===== config.mk =====
export PLATFORM = sky130hd
export DESIGN_NAME = vga_wave_reader
export DESIGN_NICKNAME = d
export VERILOG_FILES = /design/src/rtl/vga_wave_pkg.sv /design/src/rtl/vga_wave_addr_gen.sv /design/src/rtl/vga_wave_reader.sv
export SDC_FILE = /design/constraint.sdc
export NUM_CORES = 1
export LEC_CHECK = 0
export ABC_AREA = 0
export CAP_MARGIN = 20
export CORE_AREA = 5 5 68 116
export CTS_CLUSTER_DIAMETER = 150
export DETAILED_ROUTE_END_ITERATION = 8
export DIE_AREA = 0 0 73 121
export MAX_ROUTING_LAYER = met4
export PLACE_DENSITY = 0.67
export SYNTH_ARGS = -nofsm -noshare
export SYNTH_HDL_FRONTEND = slang
export SYNTH_SLANG_ARGS = --single-unit
export TNS_END_PERCENT = 10

===== constraint.sdc =====
create_clock -name CLK_50MHZ -period 4.88 [get_ports CLK_50MHZ]
set_input_delay 0.976 -clock CLK_50MHZ [delete_from_list [all_inputs] [get_ports CLK_50MHZ]]
set_output_delay 0.976 -clock CLK_50MHZ [all_outputs]
set_load 0.1 [all_outputs]

===== src/rtl/vga_wave_pkg.sv =====
// Shared geometry and FSM encoding for the VGA waveform RAM.
// Imported by the display-side reader and the ADC-to-RAM column writer.
// Pure constants/types; no logic.
package vga_wave_pkg;

   localparam int WAVE_COLS          = 640;
   localparam int WAVE_WORDS_PER_COL = 25;
   localparam int WAVE_TOP           = 40;
   localparam int WAVE_BOT           = 439;
   localparam int WAVE_ADDR_W        = 18;

   // RAM ownership state of the display reader
   typedef enum logic [1:0] {
      ST_WRITER = 2'd0,
      ST_TURN   = 2'd1,
      ST_READ   = 2'd2
   } wave_state_t;

endpackage


===== src/rtl/vga_wave_addr_gen.sv =====
// Window check and column-major RAM address for one (HCNT, VCNT) pixel.
// Purely combinational: zero latency.
// No flow control; outputs follow the inputs.
module vga_wave_addr_gen
   import vga_wave_pkg::*;
(
   input  logic [9:0]             hcnt,
   input  logic [9:0]             vcnt,
   output logic                   in_window,
   output logic [WAVE_ADDR_W-1:0] addr,
   output logic [3:0]             bit_idx
);

   logic [9:0]             ry;
   logic [4:0]             word;
   logic [WAVE_ADDR_W-1:0] x_ext;

   // Flip the row so ry=0 is the bottom trace row, then x*25 via shift-add
   always_comb begin
      ry        = 10'(WAVE_BOT) - vcnt;
      word      = ry[8:4];
      bit_idx   = ry[3:0];
      in_window = (hcnt < 10'(WAVE_COLS)) &&
                  (vcnt >= 10'(WAVE_TOP)) &&
                  (vcnt <= 10'(WAVE_BOT));
      x_ext     = {8'd0, hcnt};
      addr      = (x_ext << 4) + (x_ext << 3) + x_ext + {13'd0, word};
   end

endmodule


===== src/rtl/vga_wave_reader.sv =====
// Display-side waveform RAM reader: fetches one word per window pixel, emits one bit per pixel.
// Latency: address 1 CLK after PIX_EN, data sampled 1 CLK later, pixel out on next PIX_EN (2 CLK).
// Yields the RAM whenever VGA_RAM_ACCESS_OK is high; in-flight reads are dropped (WAVE_VALID=0).
module vga_wave_reader
   import vga_wave_pkg::*;
(
   input  logic                   CLK_50MHZ,
   input  logic                   MASTER_RST,
   input  logic                   PIX_EN,
   input  logic [9:0]             HCNT,
   input  logic [9:0]             VCNT,
   input  logic                   VGA_RAM_ACCESS_OK,
   input  logic [15:0]            VGA_RAM_DATA,
   output logic [WAVE_ADDR_W-1:0] VGA_RAM_ADDR,
   output logic                   VGA_RAM_OE,
   output logic                   VGA_RAM_WE,
   output logic                   VGA_RAM_CS,
   output logic                   WAVE_PIXEL,
   output logic                   WAVE_VALID
);

   wave_state_t            state;
   logic                   oe_q;
   logic                   in_window;
   logic [WAVE_ADDR_W-1:0] addr_calc;
   logic [3:0]             bit_calc;
   logic [3:0]             bit_q;
   logic [15:0]            data_q;
   logic                   issue;
   logic                   inflight;
   logic                   sample_pend;

   vga_wave_addr_gen u_addr_gen (
      .hcnt      (HCNT),
      .vcnt      (VCNT),
      .in_window (in_window),
      .addr      (addr_calc),
      .bit_idx   (bit_calc)
   );

   // A read starts only on a pixel strobe while we own the bus and the pixel is in the window
   assign issue = PIX_EN && (state == ST_READ) && !VGA_RAM_ACCESS_OK && in_window;

   // Writer can grab the bus at any edge; OE is forced off immediately to avoid contention
   assign VGA_RAM_OE = oe_q | VGA_RAM_ACCESS_OK;
   assign VGA_RAM_WE = 1'b1;
   assign VGA_RAM_CS = 1'b0;

   // Bus ownership FSM with one turnaround cycle before driving OE low
   always_ff @(posedge CLK_50MHZ) begin
      if (MASTER_RST) begin
         state <= ST_WRITER;
         oe_q  <= 1'b1;
      end else if (VGA_RAM_ACCESS_OK) begin
         state <= ST_WRITER;
         oe_q  <= 1'b1;
      end else begin
         case (state)
            ST_WRITER: begin
               state <= ST_TURN;
               oe_q  <= 1'b1;
            end
            ST_TURN: begin
               state <= ST_READ;
               oe_q  <= 1'b0;
            end
            ST_READ: begin
               state <= ST_READ;
               oe_q  <= 1'b0;
            end
            default: begin
               state <= ST_WRITER;
               oe_q  <= 1'b1;
            end
         endcase
      end
   end

   // Per-pixel pipeline: issue address, sample async SRAM data, present bit on next strobe
   always_ff @(posedge CLK_50MHZ) begin
      if (MASTER_RST) begin
         VGA_RAM_ADDR <= '0;
         bit_q        <= '0;
         data_q       <= '0;
         sample_pend  <= 1'b0;
         inflight     <= 1'b0;
         WAVE_PIXEL   <= 1'b0;
         WAVE_VALID   <= 1'b0;
      end else begin
         sample_pend <= issue;
         if (sample_pend && !VGA_RAM_ACCESS_OK) begin
            data_q <= VGA_RAM_DATA;
         end
         if (issue) begin
            VGA_RAM_ADDR <= addr_calc;
            bit_q        <= bit_calc;
         end
         if (PIX_EN) begin
            WAVE_VALID <= inflight && !VGA_RAM_ACCESS_OK;
            WAVE_PIXEL <= inflight && !VGA_RAM_ACCESS_OK && data_q[bit_q];
            inflight   <= issue;
         end else if (VGA_RAM_ACCESS_OK) begin
            inflight <= 1'b0;
         end
      end
   end

endmodule


==> results.json <==
{
  "status": "complete, no violations",
  "die_area_um2": 8830,
  "area_growth_pct": 27.7,
  "dieWidth_um": 73,
  "cts-buffers-inserted": 5,
  "holdPathEnd": "data_q[5]",
  "io_pins": 63,
  "dieHeight_um": 121,
  "first_pass_iters": 4,
  "finalSetupTns_ns": 0,
  "ys_ff_latch": 43,
  "antenna_cells": 0,
  "coreArea_um2": 6810,
  "rsz0062_at_grt": "no",
  "grt_max_degree": 40,
  "hold_viol": 0,
  "cts-resized-gates": 0,
  "final_common_cell": "clkdlybuf4s50_1",
  "syn_area_um2": 2760,
  "synth.avg_cell_area_um2": 9.02,
  "cp.arrival_ns": 4.59,
  "rr_worst_depth": 6,
  "hp-class": "flip-flop to flip-flop",
  "synth.distinct_cells": 48,
  "period_needed_ns": 4.42,
  "drtAntennaViolNets": 0,
  "drive_above_1_share_pct": 6.67,
  "powerDensity_nw_per_um2": 268,
  "ys_async_sr_fraction_pct": 0,
  "fin_nets": 445,
  "slew_headroom_pct": 34.4,
  "crit_chain": "clkdlybuf4s50_1 > ha_1 > a21oi_1 > xnor2_1 > fa_1 > inv_1 > ha_1 > inv_1 > fa_1 > nand2b_1 > a21oi_1 > o21ai_0 > a311oi_1 > xor2_1 > a22o_1",
  "final_cell_mix": "clkdlybuf4s50_1 (57), nand2_1 (48), dfxtp_1 (43)",
  "synth.area.top_cells": "dfxtp_1 (31%), ha_1 (16%), fa_1 (6.5%)",
  "synth_top_area_share_pct": 31.2,
  "slew_viol_final": 0,
  "numPortBuffers": 58,
  "required_ns": 5.05,
  "yosysWarnings": 0,
  "clock_sinks": 43,
  "wl_per_cell_um": 13.9,
  "num-fill-cells": 657,
  "ir_worst_vdd_mv": 0.134,
  "slowest_stage": "clkdlybuf4s50_1",
  "whs_path_depth": 2,
  "cp_max_fo": 5,
  "hold_buffers": 0,
  "num_vias": 2301,
  "r2r_slack_ns": 2.95,
  "skew_ns": 0.00302,
  "yosys.area.top_type": "dfxtp_1",
  "dpl.hpwl_um": 5090,
  "clk_pin_slew_ns": 0.06,
  "start_util_pct": 40.5,
  "drc": 0,
  "synth_ff_type": "dfxtp_1",
  "slowest_delay_ns": 0.50,
  "worstSkewPairLatency_ns": 0.28,
  "fp-row-count": 40,
  "postCtsSetupBuffers": 0,
  "antenna_found_initial": 0,
  "max_freq_ghz": 0.226,
  "htreeDepth": 2,
  "hp-start": "data_q[5]",
  "drtIter0Drc": 110,
  "min_period_over_period_pct": 90.5,
  "placed_cell_area_um2": 3390,
  "timing.critical_path.from": "VCNT[3]",
  "worst-path-buf-inv": 3,
  "via_per_inst": 5.18,
  "worstMarginPinSlew_ns": 0.981,
  "worstReg2RegStart": "state[0]",
  "grt_overflow": 0,
  "crit_type": "input port to flip-flop",
  "start_kind": "input port",
  "wl_um": 6180,
  "path_delay_family": "adder cells",
  "grt_pass1_wl_um": 10100,
  "rr_endpoint": "VGA_RAM_ADDR[14]",
  "syn_inst": 306,
  "cts_tree": "built",
  "cts_buffer_depth": 2,
  "setup-violations-final": 0,
  "grt_use_total_pct": 14.9,
  "end_kind": "flip-flop",
  "gp_congestion": 0.811,
  "finalInstanceArea_um2": 3520,
  "maxCapViolCount": 0,
  "grt_pass1_vias": 2217,
  "synth_seq_area_share_pct": 31.2,
  "clockRootBuffer": "clkbuf_16",
  "synth_edf_count": 0,
  "power.leakage_nw": 1.40
}
[cell usage after synthesis, types with 6 or more instances]
| library cell | instances |
|---|---|
| a211oi_1 | 7 |
| inv_1 | 17 |
| a21oi_1 | 34 |
| nand2b_1 | 6 |
| xnor2_1 | 6 |
| clkbuf_1 | 10 |
| ha_1 | 35 |
| nor2_1 | 18 |
| a21o_1 | 6 |
| dfxtp_1 | 43 |
| fa_1 | 9 |
| nand2_1 | 48 |
[sequential cells by signal (all words and copies together) (netlist names), 2 cells and up]
register	cells
VGA_RAM_ADDR	16
bit_q	4
data_q	16
state	2
[metrics by stage]
stage | hold slack (ns) | utilization [%] | worst slack, ns | cells | total power [W]
3_5_place_dp | 0.448 | 49.7 | 0.167 | 437 | 0.000645
6_report | 0.452 | 51.7 | 0.461 | 444 | 0.000944
5_1_grt | 0.467 | 51.7 | 0.176 | 444 | 0.00100
3_3_place_gp | 0.439 | 49.7 | 0.280 | 437 | 0.000642
4_1_cts | 0.456 | 51.6 | 0.458 | 443 | 0.000955
2_1_floorplan | 0.433 | - | 0.998 | 308 | 0.000566
[power breakdown]
part / switching [W] / internal (W)
registers: 0.00000111 / 0.000353
clock network: 0.000121 / 0.000184
logic: 0.000156 / 0.000129
[tightest hold or removal path, delay by kind of cell, from the launching register on]
| family | cells | cell delay (ns) |
|---|---|---|
| DFF | 1 | 0.30 |
| AOI/OAI and AO/OA | 1 | 0.05 |
| and+or+nand+nor | 1 | 0.05 |
[per-layer routing]
| metal | GRT usage, % | wire [um] | share of wire [%] | vias to the layer above |
|---|---|---|---|---|
| met5 | - | 0 | 0 | - |
| met4 | 7.16 | 199 | 3.2 | 0 |
| met3 | 2.16 | 282 | 4.6 | 15 |
| met2 | 25.8 | 3250 | 53 | 56 |
| met1 | 16.4 | 2440 | 40 | 1068 |
| li1 | - | - | - | 1162 |
[cell type report]
type                    instances  area, um2  share of cell area, %
multi-input cells             233       1760                   50.1
flip-flops and latches         43        861                   24.4
repair buffers                 61        601                   17.1
clock buffers                   6        129                   3.66
well taps                      84        105                   2.98
inverters                      17       63.8                   1.81
[how the worst max path moves through the flow]
stage                            end  slack [ns]  cells after the start
floorplan           VGA_RAM_ADDR[12]         1.0                     14
global placement    VGA_RAM_ADDR[12]        0.28                     15
finish              VGA_RAM_ADDR[12]        0.46                     15
detailed placement  VGA_RAM_ADDR[12]        0.17                     15
global route        VGA_RAM_ADDR[14]        0.18                     14
CTS                 VGA_RAM_ADDR[12]        0.46                     15
[kinds of logic after synthesis]
| kind of cell | count (synthesis) | share of synthesized area (%) |
|---|---|---|
| XOR/XNOR | 8 | 2.54 |
| adder cells (fa/ha/maj) | 44 | 22.4 |
| flip-flops | 43 | 31.2 |
| other | 2 | 0.272 |
| buffers and inverters | 32 | 5.17 |
| multiplexers | 7 | 4.81 |
| AND/OR/NAND/NOR | 102 | 17.6 |
| AO/OA/AOI/OAI | 68 | 16.1 |
Note: power is estimated with default switching activity, not from simulation.
